<file path="src/rtl/mxv_pkg.sv">
// Shared constants, frame bytes and FSM state encoding for the matrix-vector sequencer.
package mxv_pkg;

  localparam int N_MAX = 8;
  localparam int DW    = 8;
  localparam int ACC_W = 16;

  localparam logic [7:0] FRAME_START = 8'hFE;
  localparam logic [7:0] FRAME_END   = 8'hEF;
  localparam logic [7:0] CMD_RESULT  = 8'h05;

  typedef enum logic [2:0] {
    IDLE,
    ADDR,
    MAC,
    TX_BYTE,
    TX_WAIT,
    DONE,
    ERR
  } state_t;

endpackage

</file>
<file path="src/rtl/mxv_mac_lane.sv">
// One row lane: multiplies a matrix element by the vector element and accumulates.
// MXV_SIGNED_EN selects two's-complement operands; otherwise operands are unsigned.
module mxv_mac_lane #(
  parameter int DW    = mxv_pkg::DW,
  parameter int ACC_W = mxv_pkg::ACC_W
) (
  input  logic             clk,
  input  logic             rst,
  input  logic             clr,
  input  logic             en,
  input  logic [DW-1:0]    a,
  input  logic [DW-1:0]    b,
  output logic [ACC_W-1:0] acc
);

  logic [2*DW-1:0]  prod;
  logic [ACC_W-1:0] prod_ext;

`ifdef MXV_SIGNED_EN
  // Low 2*DW bits of the product of sign-extended operands equal the signed product.
  assign prod     = {{DW{a[DW-1]}}, a} * {{DW{b[DW-1]}}, b};
  assign prod_ext = ACC_W'($signed(prod));
`else
  assign prod     = {{DW{1'b0}}, a} * {{DW{1'b0}}, b};
  assign prod_ext = ACC_W'(prod);
`endif

  always_ff @(posedge clk or negedge rst) begin
    if (!rst) begin
      acc <= '0;
    end else if (clr) begin
      acc <= '0;
    end else if (en) begin
      acc <= acc + prod_ext;
    end
  end

endmodule

</file>
<file path="src/rtl/mxv_compute_sequencer.sv">
// Streams an NxN matrix from row FIFOs against a vector RAM, then sends the results as a UART frame.
// Optional build macro MXV_SIGNED_EN makes the lane arithmetic two's-complement.
module mxv_compute_sequencer #(
  parameter int N_MAX = mxv_pkg::N_MAX,
  parameter int DW    = mxv_pkg::DW,
  parameter int ACC_W = mxv_pkg::ACC_W
) (
  input  logic                  clk,
  input  logic                  rst,
  input  logic                  start,
  input  logic [3:0]            n_size,
  input  logic [N_MAX-1:0]      fifo_empty,
  input  logic [N_MAX*DW-1:0]   fifo_data,
  output logic [N_MAX-1:0]      fifo_pop,
  output logic [2:0]            vec_addr,
  input  logic [DW-1:0]         vec_data,
  output logic [7:0]            tx_data,
  output logic                  tx_start,
  input  logic                  tx_busy,
  output logic                  busy,
  output logic                  done,
  output logic                  error
);
  import mxv_pkg::*;

  localparam int IDX_W = $clog2(2*N_MAX+4);

  state_t           state;
  logic [2:0]       col;
  logic [3:0]       n_reg;
  logic [IDX_W-1:0] byte_idx;
  logic             wait_first;

  logic [N_MAX-1:0] lane_mask;
  logic             all_ready;
  logic             mac_fire;
  logic             n_legal;
  logic             acc_clr;
  logic [ACC_W-1:0] acc [N_MAX];

  logic [IDX_W-1:0] last_idx;
  logic [IDX_W-1:0] data_idx;
  logic [15:0]      row_acc;
  logic [7:0]       frame_byte;

  // Lanes at or above the active order never pop and never accumulate.
  generate
    for (genvar gi = 0; gi < N_MAX; gi++) begin : g_lane
      assign lane_mask[gi] = int'(n_reg) > gi;
      assign fifo_pop[gi]  = mac_fire & lane_mask[gi];

      mxv_mac_lane #(
        .DW    (DW),
        .ACC_W (ACC_W)
      ) u_lane (
        .clk (clk),
        .rst (rst),
        .clr (acc_clr),
        .en  (fifo_pop[gi]),
        .a   (fifo_data[gi*DW +: DW]),
        .b   (vec_data),
        .acc (acc[gi])
      );
    end
  endgenerate

  assign all_ready = ~|(fifo_empty & lane_mask);
  assign mac_fire  = (state == MAC) & all_ready;
  assign n_legal   = (n_size != 4'd0) && (int'(n_size) <= N_MAX);
  assign acc_clr   = (state == IDLE) & start & n_legal;

  assign busy  = (state != IDLE);
  assign done  = (state == DONE);
  assign error = (state == ERR);

  // Frame layout: start, length, command, hi/lo per row, end.
  assign last_idx = IDX_W'({n_reg, 1'b1}) + IDX_W'(2);
  assign data_idx = byte_idx - IDX_W'(3);

  always_comb begin
    row_acc = '0;
    for (int k = 0; k < N_MAX; k++) begin
      if (int'(data_idx[IDX_W-1:1]) == k) row_acc = 16'(acc[k]);
    end
    if (byte_idx == '0)                 frame_byte = FRAME_START;
    else if (byte_idx == IDX_W'(1))     frame_byte = {3'b000, n_reg, 1'b1};
    else if (byte_idx == IDX_W'(2))     frame_byte = CMD_RESULT;
    else if (byte_idx == last_idx)      frame_byte = FRAME_END;
    else if (data_idx[0])               frame_byte = row_acc[7:0];
    else                                frame_byte = row_acc[15:8];
  end

  always_ff @(posedge clk or negedge rst) begin
    if (!rst) begin
      state      <= IDLE;
      col        <= '0;
      n_reg      <= '0;
      byte_idx   <= '0;
      wait_first <= 1'b0;
      vec_addr   <= '0;
      tx_data    <= '0;
      tx_start   <= 1'b0;
    end else begin
      tx_start <= 1'b0;
      case (state)
        IDLE: begin
          if (start) begin
            if (n_legal) begin
              n_reg    <= n_size;
              col      <= '0;
              vec_addr <= '0;
              state    <= ADDR;
            end else begin
              state <= ERR;
            end
          end
        end
        ADDR: state <= MAC;
        MAC: begin
          if (all_ready) begin
            if ({1'b0, col} == n_reg - 4'd1) begin
              byte_idx <= '0;
              state    <= TX_BYTE;
            end else begin
              col      <= col + 3'd1;
              vec_addr <= col + 3'd1;
              state    <= ADDR;
            end
          end
        end
        TX_BYTE: begin
          if (!tx_busy) begin
            tx_start   <= 1'b1;
            tx_data    <= frame_byte;
            wait_first <= 1'b1;
            state      <= TX_WAIT;
          end
        end
        // The first cycle is skipped because tx_busy only rises after tx_start is seen.
        TX_WAIT: begin
          if (wait_first) begin
            wait_first <= 1'b0;
          end else if (!tx_busy) begin
            if (byte_idx == last_idx) begin
              state <= DONE;
            end else begin
              byte_idx <= byte_idx + IDX_W'(1);
              state    <= TX_BYTE;
            end
          end
        end
        DONE:    state <= IDLE;
        ERR:     state <= IDLE;
        default: state <= IDLE;
      endcase
    end
  end

endmodule

</file>
<file path="config.mk">
export PLATFORM = sky130hd
export DESIGN_NAME = mxv_compute_sequencer
export DESIGN_NICKNAME = d
export VERILOG_FILES = /design/src/rtl/mxv_pkg.sv /design/src/rtl/mxv_mac_lane.sv /design/src/rtl/mxv_compute_sequencer.sv
export SDC_FILE = /design/constraint.sdc
export NUM_CORES = 2
export LEC_CHECK = 0
export BUFFER_PORTS_ARGS = -buffer_cell sky130_fd_sc_hd__buf_2
export CELL_PAD_IN_SITES_DETAIL_PLACEMENT = 1
export CELL_PAD_IN_SITES_GLOBAL_PLACEMENT = 1
export CORE_ASPECT_RATIO = 2
export CORE_MARGIN = 4
export CORE_UTILIZATION = 35
export CTS_BUF_LIST = sky130_fd_sc_hd__clkbuf_4
export DETAILED_ROUTE_END_ITERATION = 12
export PLACE_DENSITY_LB_ADDON = 0.1
export SYNTH_ARGS = -nofsm -noshare
export SYNTH_HDL_FRONTEND = slang
export SYNTH_HIERARCHICAL = 1
export SYNTH_SLANG_ARGS = --single-unit
</file>
<file path="constraint.sdc">
create_clock -name clk -period 4.7 [get_ports clk]
set_input_delay 0.47 -clock clk [delete_from_list [all_inputs] [get_ports clk]]
set_output_delay 0.47 -clock clk [all_outputs]
set_load 0.005 [all_outputs]
</file>
# ---- Word-level counts from Yosys, hierarchy flattened
# Cells that the tools add are included.
dict set report op_classes {
  addsub 13
  n_mul 8
  order_cmp 9
  eq_ne 26
  muxes 53
  n_bitwise 13
  n_reduce_logical 25
}
# cell count
set op_table {}
lappend op_table {{$mux W16} 24}
lappend op_table {{$add A16 B16 Y16} 8}
lappend op_table {{$mul A8 B8 Y16} 8}
lappend op_table {{$mux W8} 5}
lappend op_table {{$mux W3} 11}
lappend op_table {{$mux W5} 5}
lappend op_table {{$reduce_bool A2 Y1} 11}
lappend op_table {{$eq A4 B4 Y1 const B} 4}
lappend op_table {{$gt A4 B3 Y1 const B} 4}
lappend op_table {{$ne A2 B2 Y1 const B} 8}
lappend op_table {{$pmux W3 S5} 1}
lappend op_table {{$and A1 B1 Y1} 11}
lappend op_table {{$pmux W5 S2} 1}
lappend op_table {{$reduce_and A5 Y1} 2}
lappend op_table {{$eq A3 B3 Y1 const B} 3}
lappend op_table {{$and A8 B8 Y8} 1}
lappend op_table {{$eq A4 B3 Y1 const B} 2}
lappend op_table {{$gt A4 B1 Y1 const B} 2}
lappend op_table {{$gt A4 B2 Y1 const B} 2}
lappend op_table {{$reduce_or A8 Y1} 1}
lappend op_table {{$eq A3 B2 Y1 const B} 2}
lappend op_table {{$pmux W3 S2} 1}
lappend op_table {{$reduce_and A6 Y1} 1}
lappend op_table {{$add A5 B1 Y5 const B} 1}
lappend op_table {{other kinds (25)} 28}
dict set report word_totals {
  reg_bits 153
  in_bits 88
  out_inout_bits 23
  wordCells 162
}

# ---- Depth between registers and ports, before layout
dict set report depth {
  depth_word 15
  depth_mapped 17
  mapped_depth_nobuf 16
}

# ---- Cells and area by module
# The synthesis kept the hierarchy.
# mod n_inst cells_per_inst area_each_um2
set by_module_without_submodules {}
lappend by_module_without_submodules {{mxv_mac_lane (g_lane[3].u_lane ...)} 3 369 3230.6}
lappend by_module_without_submodules {{mxv_mac_lane (g_lane[0].u_lane ...)} 2 375 3245.6}
lappend by_module_without_submodules {{mxv_mac_lane (g_lane[6].u_lane ...)} 2 376 3231.8}
lappend by_module_without_submodules {mxv_compute_sequencer 1 433 3357.0}
lappend by_module_without_submodules {{mxv_mac_lane (g_lane[2].u_lane)} 1 365 3190.6}

# ---- Worst setup path after synthesis
# Ideal clock, no wire load.
dict set report synth_timing {
  path_kind {input-to-reg}
  start {in fifo_data[5]}
  end {reg g_lane[0].u_lane.acc[15]}
  setup_time_ps 128
  t_arrival_ps 4528
  required_ps 4572
  slack_ps 44
  stages 15
  n_path_buf 1
  cell_sequence {clkbuf_1 -> nand2_1 -> fa_1 -> inv_1 -> fa_1 -> fa_1 -> inv_1 -> fa_1 -> inv_1 -> ha_1 -> and2_1 -> a221o_1 -> o221a_1 -> mux2i_1 -> mux2_1}
}
dict set report synth_via {
  elab_chain_cells 4
}
# element line_no
set synth_lines {}
lappend synth_lines {{start, declared} mxv_compute_sequencer.sv:13} ;# input logic [N_MAX*DW-1:0] fifo_data,
lappend synth_lines {{$mul A8 B8 Y16} mxv_mac_lane.sv:24} ;# assign prod = {{DW{1'b0}}, a} * {{DW{1'b0}}, b};
lappend synth_lines {{$add A16 B16 Y16} mxv_mac_lane.sv:34} ;# acc <= acc + prod_ext;
lappend synth_lines {{$mux W16} mxv_mac_lane.sv:33} ;# end else if (en) begin
lappend synth_lines {{$mux W16} mxv_mac_lane.sv:31} ;# end else if (clr) begin
lappend synth_lines {{end signal, assigned} mxv_mac_lane.sv:34}
lappend synth_lines {{end, declared} mxv_mac_lane.sv:13} ;# output logic [ACC_W-1:0] acc
# Every way passes these cells. The select of a mux whose other input is x is not followed.
# A chain may end at the register's enable or synchronous reset.

# ---- Final worst setup path
dict set report layout_timing {
  start {reg g_lane[0].u_lane.acc[7]}
  end {reg g_lane[0].u_lane.acc[13]}
}
dict set report layout_via {
  elab_chain_cells 3
}
# element line_no
set layout_lines {}
lappend layout_lines {{$add A16 B16 Y16} mxv_mac_lane.sv:34}
lappend layout_lines {{$mux W16} mxv_mac_lane.sv:33}
lappend layout_lines {{$mux W16} mxv_mac_lane.sv:31}
# Every way passes these cells. The select of a mux whose other input is x is not followed.

==> key figures <==
Run status
  • Outcome: finished clean

STA
  • Setup Skew: 48.51 ps
  • Min Tclk post-route: 4486 ps
  • Final Hold Violating Endpoints: 0
  • Setup Viol. Count Final: 0
  • Slew headroom: 37.06%
  • RSZ-0062 raised after global routing: false
  • Fmax: 222.9 MHz
  • Max Slew Vio Count: 0
  • Actual slew at the worst max-slew pin: 939.5 ps
  • Post-route clock period utilization: 95.45%

Cells and area
  • Final Non-Filler Cells: 4,884
  • Share of cells above drive strength 1: 15.37%
  • Area growth, synth to finish: 16.41%
  • Biggest register: g_lane.u_lane/acc
  • Commonest non-fill, non-tap cell in the layout: inv_1
  • Most frequent cells in the layout: inv_1, fa_1, nand2_1, buf_4, ha_1
  • Post-layout util: 41.15%
  • Largest register FFs: 128
  • Nets: 4,584
  • Biggest regs: g_lane.u_lane/acc (128), tx_data (8), byte_idx (5)

Setup path
  • Data required, critical path: 5410 ps
  • CP Data Arrival Time: 5190 ps
  • Max FO, Critical Path: 4
  • Kind of critical path: flip-flop to flip-flop
  • Setup crit end kind: flip-flop
  • Crit start category: flip-flop

Clock network
  • Clk sink count: 153
  • Root buf cell: clkbuf_4
  • Total CTS buffers: 17
  • Clk buf depth: 2
  • Clock slew at reported path FFs: 200 ps
  • Htree depth: 4
  • TritonCTS clock tree: done
  • Clock latency on the worst-skew pair: 750 ps

Global routing
  • Vias in the first global route: 29,850
  • Remaining global-route overflow: 0
  • First-pass GRT wire length: 170.5 mm
  • Total track usage: 25.14%
  • Initial antenna violation count: 5
  • Largest net degree at the start of global routing: 82

Logic synthesis
  • Post-Syn Nets: 4,185
  • Top FF cell, synth: dfrtp_1
  • Post-synth EDFFs: 0
  • Seq/Total Area, Yosys: 13.11%
  • Synth Cell Area: 29,190 µm²
  • Syn. warnings: 6
  • Average size of a mapped cell: 8.569 µm²
  • Cell variety after synth: 104
  • Synthesized instance count: 3,407
  • Async SR Flop Fraction: 100.0%
  • Synth Register Bits: 153

Placement
  • GP Congestion: 0.9020
  • Quantity of I/O buffers inserted on ports: 110
  • Placed insts: 4,840
  • Post-DP HPWL: 93.43 mm

Die
  • Die height: 416.4 µm
  • Initial Utilization: 35.35%
  • Die area: 88,380 µm²
  • I/O pin cnt: 111
  • Die X: 212.2 µm
  • Rows: 149
  • Core area: 82,590 µm²

Drt
  • Starting DRT DRC Count: 952
  • DRT antenna net count: 0
  • WL/cell: 22.24 µm
  • Drt total wl: 108.6 mm
  • Drt first pass iters: 5
  • Via Count: 25,230
  • Vias per Instance: 5.165
  • Remaining DRCs: 0

Min path
  • Worst hold path type: primary input to flip-flop

Power and ir drop
  • VDD IR max: 0.3908 mV
  • Pleak: 0.01771 µW
  • Cell Pwr Density: 668.8 nW/µm²

Job
  • Max-Cap Viols: 0
==> cell families (layout without fill, tap and decap cells) <==
group,after synthesis,in the layout,share of synthesized area [%]
multiplexers,102,102,3.630
AO/OA/AOI/OAI,467,467,11.43
other,0,8,0
buffers and inverters,886,1298,11.70
adder cells (fa/ha/maj),690,690,39.86
flip-flops,153,153,13.11
AND/OR/NAND/NOR,1053,1053,18.56
XOR/XNOR,56,56,1.706
==> per-stage QoR <==
step	instance area (µm²)	setup TNS [ps]	hold WS [ps]	setup WS (ps)	total power, µW
final	33990	0	122.8	213.6	22730
after global routing	33980	0	125.6	31.85	25260
after CTS	33960	0	49.90	32.78	23050
after detailed placement	33610	-11720	448.6	-464.7	21870
after global placement	33610	-8353	446.1	-453.4	21260
after floorplan	29190	0	174.4	44.27	13720
==> synthesized netlist by cell type (39+ instances only) <==
| cell | count | area, µm² |
|---|---|---|
| dfrtp_1 | 153 | 3829 |
| mux2i_1 | 80 | 800.8 |
| nand2b_1 | 45 | 281.5 |
| clkbuf_1 | 53 | 198.9 |
| nand3_1 | 57 | 285.3 |
| xnor2_1 | 50 | 437.9 |
| fa_1 | 400 | 8008 |
| and2_1 | 265 | 1658 |
| o21ai_0 | 70 | 350.3 |
| inv_1 | 794 | 2980 |
| a21o_1 | 39 | 292.8 |
| nor2_1 | 149 | 559.3 |
| nand2_1 | 351 | 1318 |
| a21oi_1 | 109 | 545.5 |
| ha_1 | 290 | 3628 |
==> report_power, final <==
group	leakage (µW)	internal, µW	switching [µW]	total, µW
sequential	0.00207	1800	937	2730
combinational	0.0155	8650	10300	19000
clock	0.000165	339	684	1020
total	0.0177	10800	11900	22700
==> per-layer routing <==
metal	vias up	track usage, %	part of all wire, %
met1	12960	24.48	34
met5	-	0	0
met4	0	13.17	6.4
li1	11620	-	-
met3	206	2.245	2.3
met2	443	50.72	58
==> worst paths after layout <==
path | slack [ps] | startpoint | endpoint | cells after the start
hold / removal | 120 | n_size[3] | n_reg[3] | 3
hold reg to reg | 530 | wait_first | wait_first | 1
setup reg to reg | 210 | g_lane[0].u_lane/acc[7] | g_lane[0].u_lane/acc[13] | 15
max in group asynchronous | 3520 | rst | tx_data[7] | 3
setup / recovery | 210 | g_lane[0].u_lane/acc[7] | g_lane[0].u_lane/acc[13] | 15
min in group asynchronous | 210 | rst | g_lane[5].u_lane/acc[8] | 2
==> cell type report <==
type                    count  area, µm²
fillers                  9898      48600
multi-input cells        2368      22000
flip-flops and latches    153       3829
repair buffers            469       3512
inverters                 797       2992
well taps                1057       1323
clock inverters            15      181.4
clock buffers              17      127.6
diodes                      8      20.02
==> critical path, cell delays in order, from the launching register on <==
cell and delay (ps):
dfrtp_1 430, inv_1 70, fa_1 530, inv_1 50, fa_1 500, fa_1 500, inv_1 60, fa_1 540
inv_1 50, ha_1 330, a21o_1 200, a221o_1 340, buf_4 150, a31o_1 240, a2111oi_2 300, nand3b_1 160
==> what timing repair did <==
action                                  CTS  global route
setup buffers                             0             0
gates resized for setup                   0             4
hold endpoints to repair                 38             0
hold buffers                              4             0
endpoints found under the setup margin    0             6
Note: power is estimated with default switching activity, not from simulation.
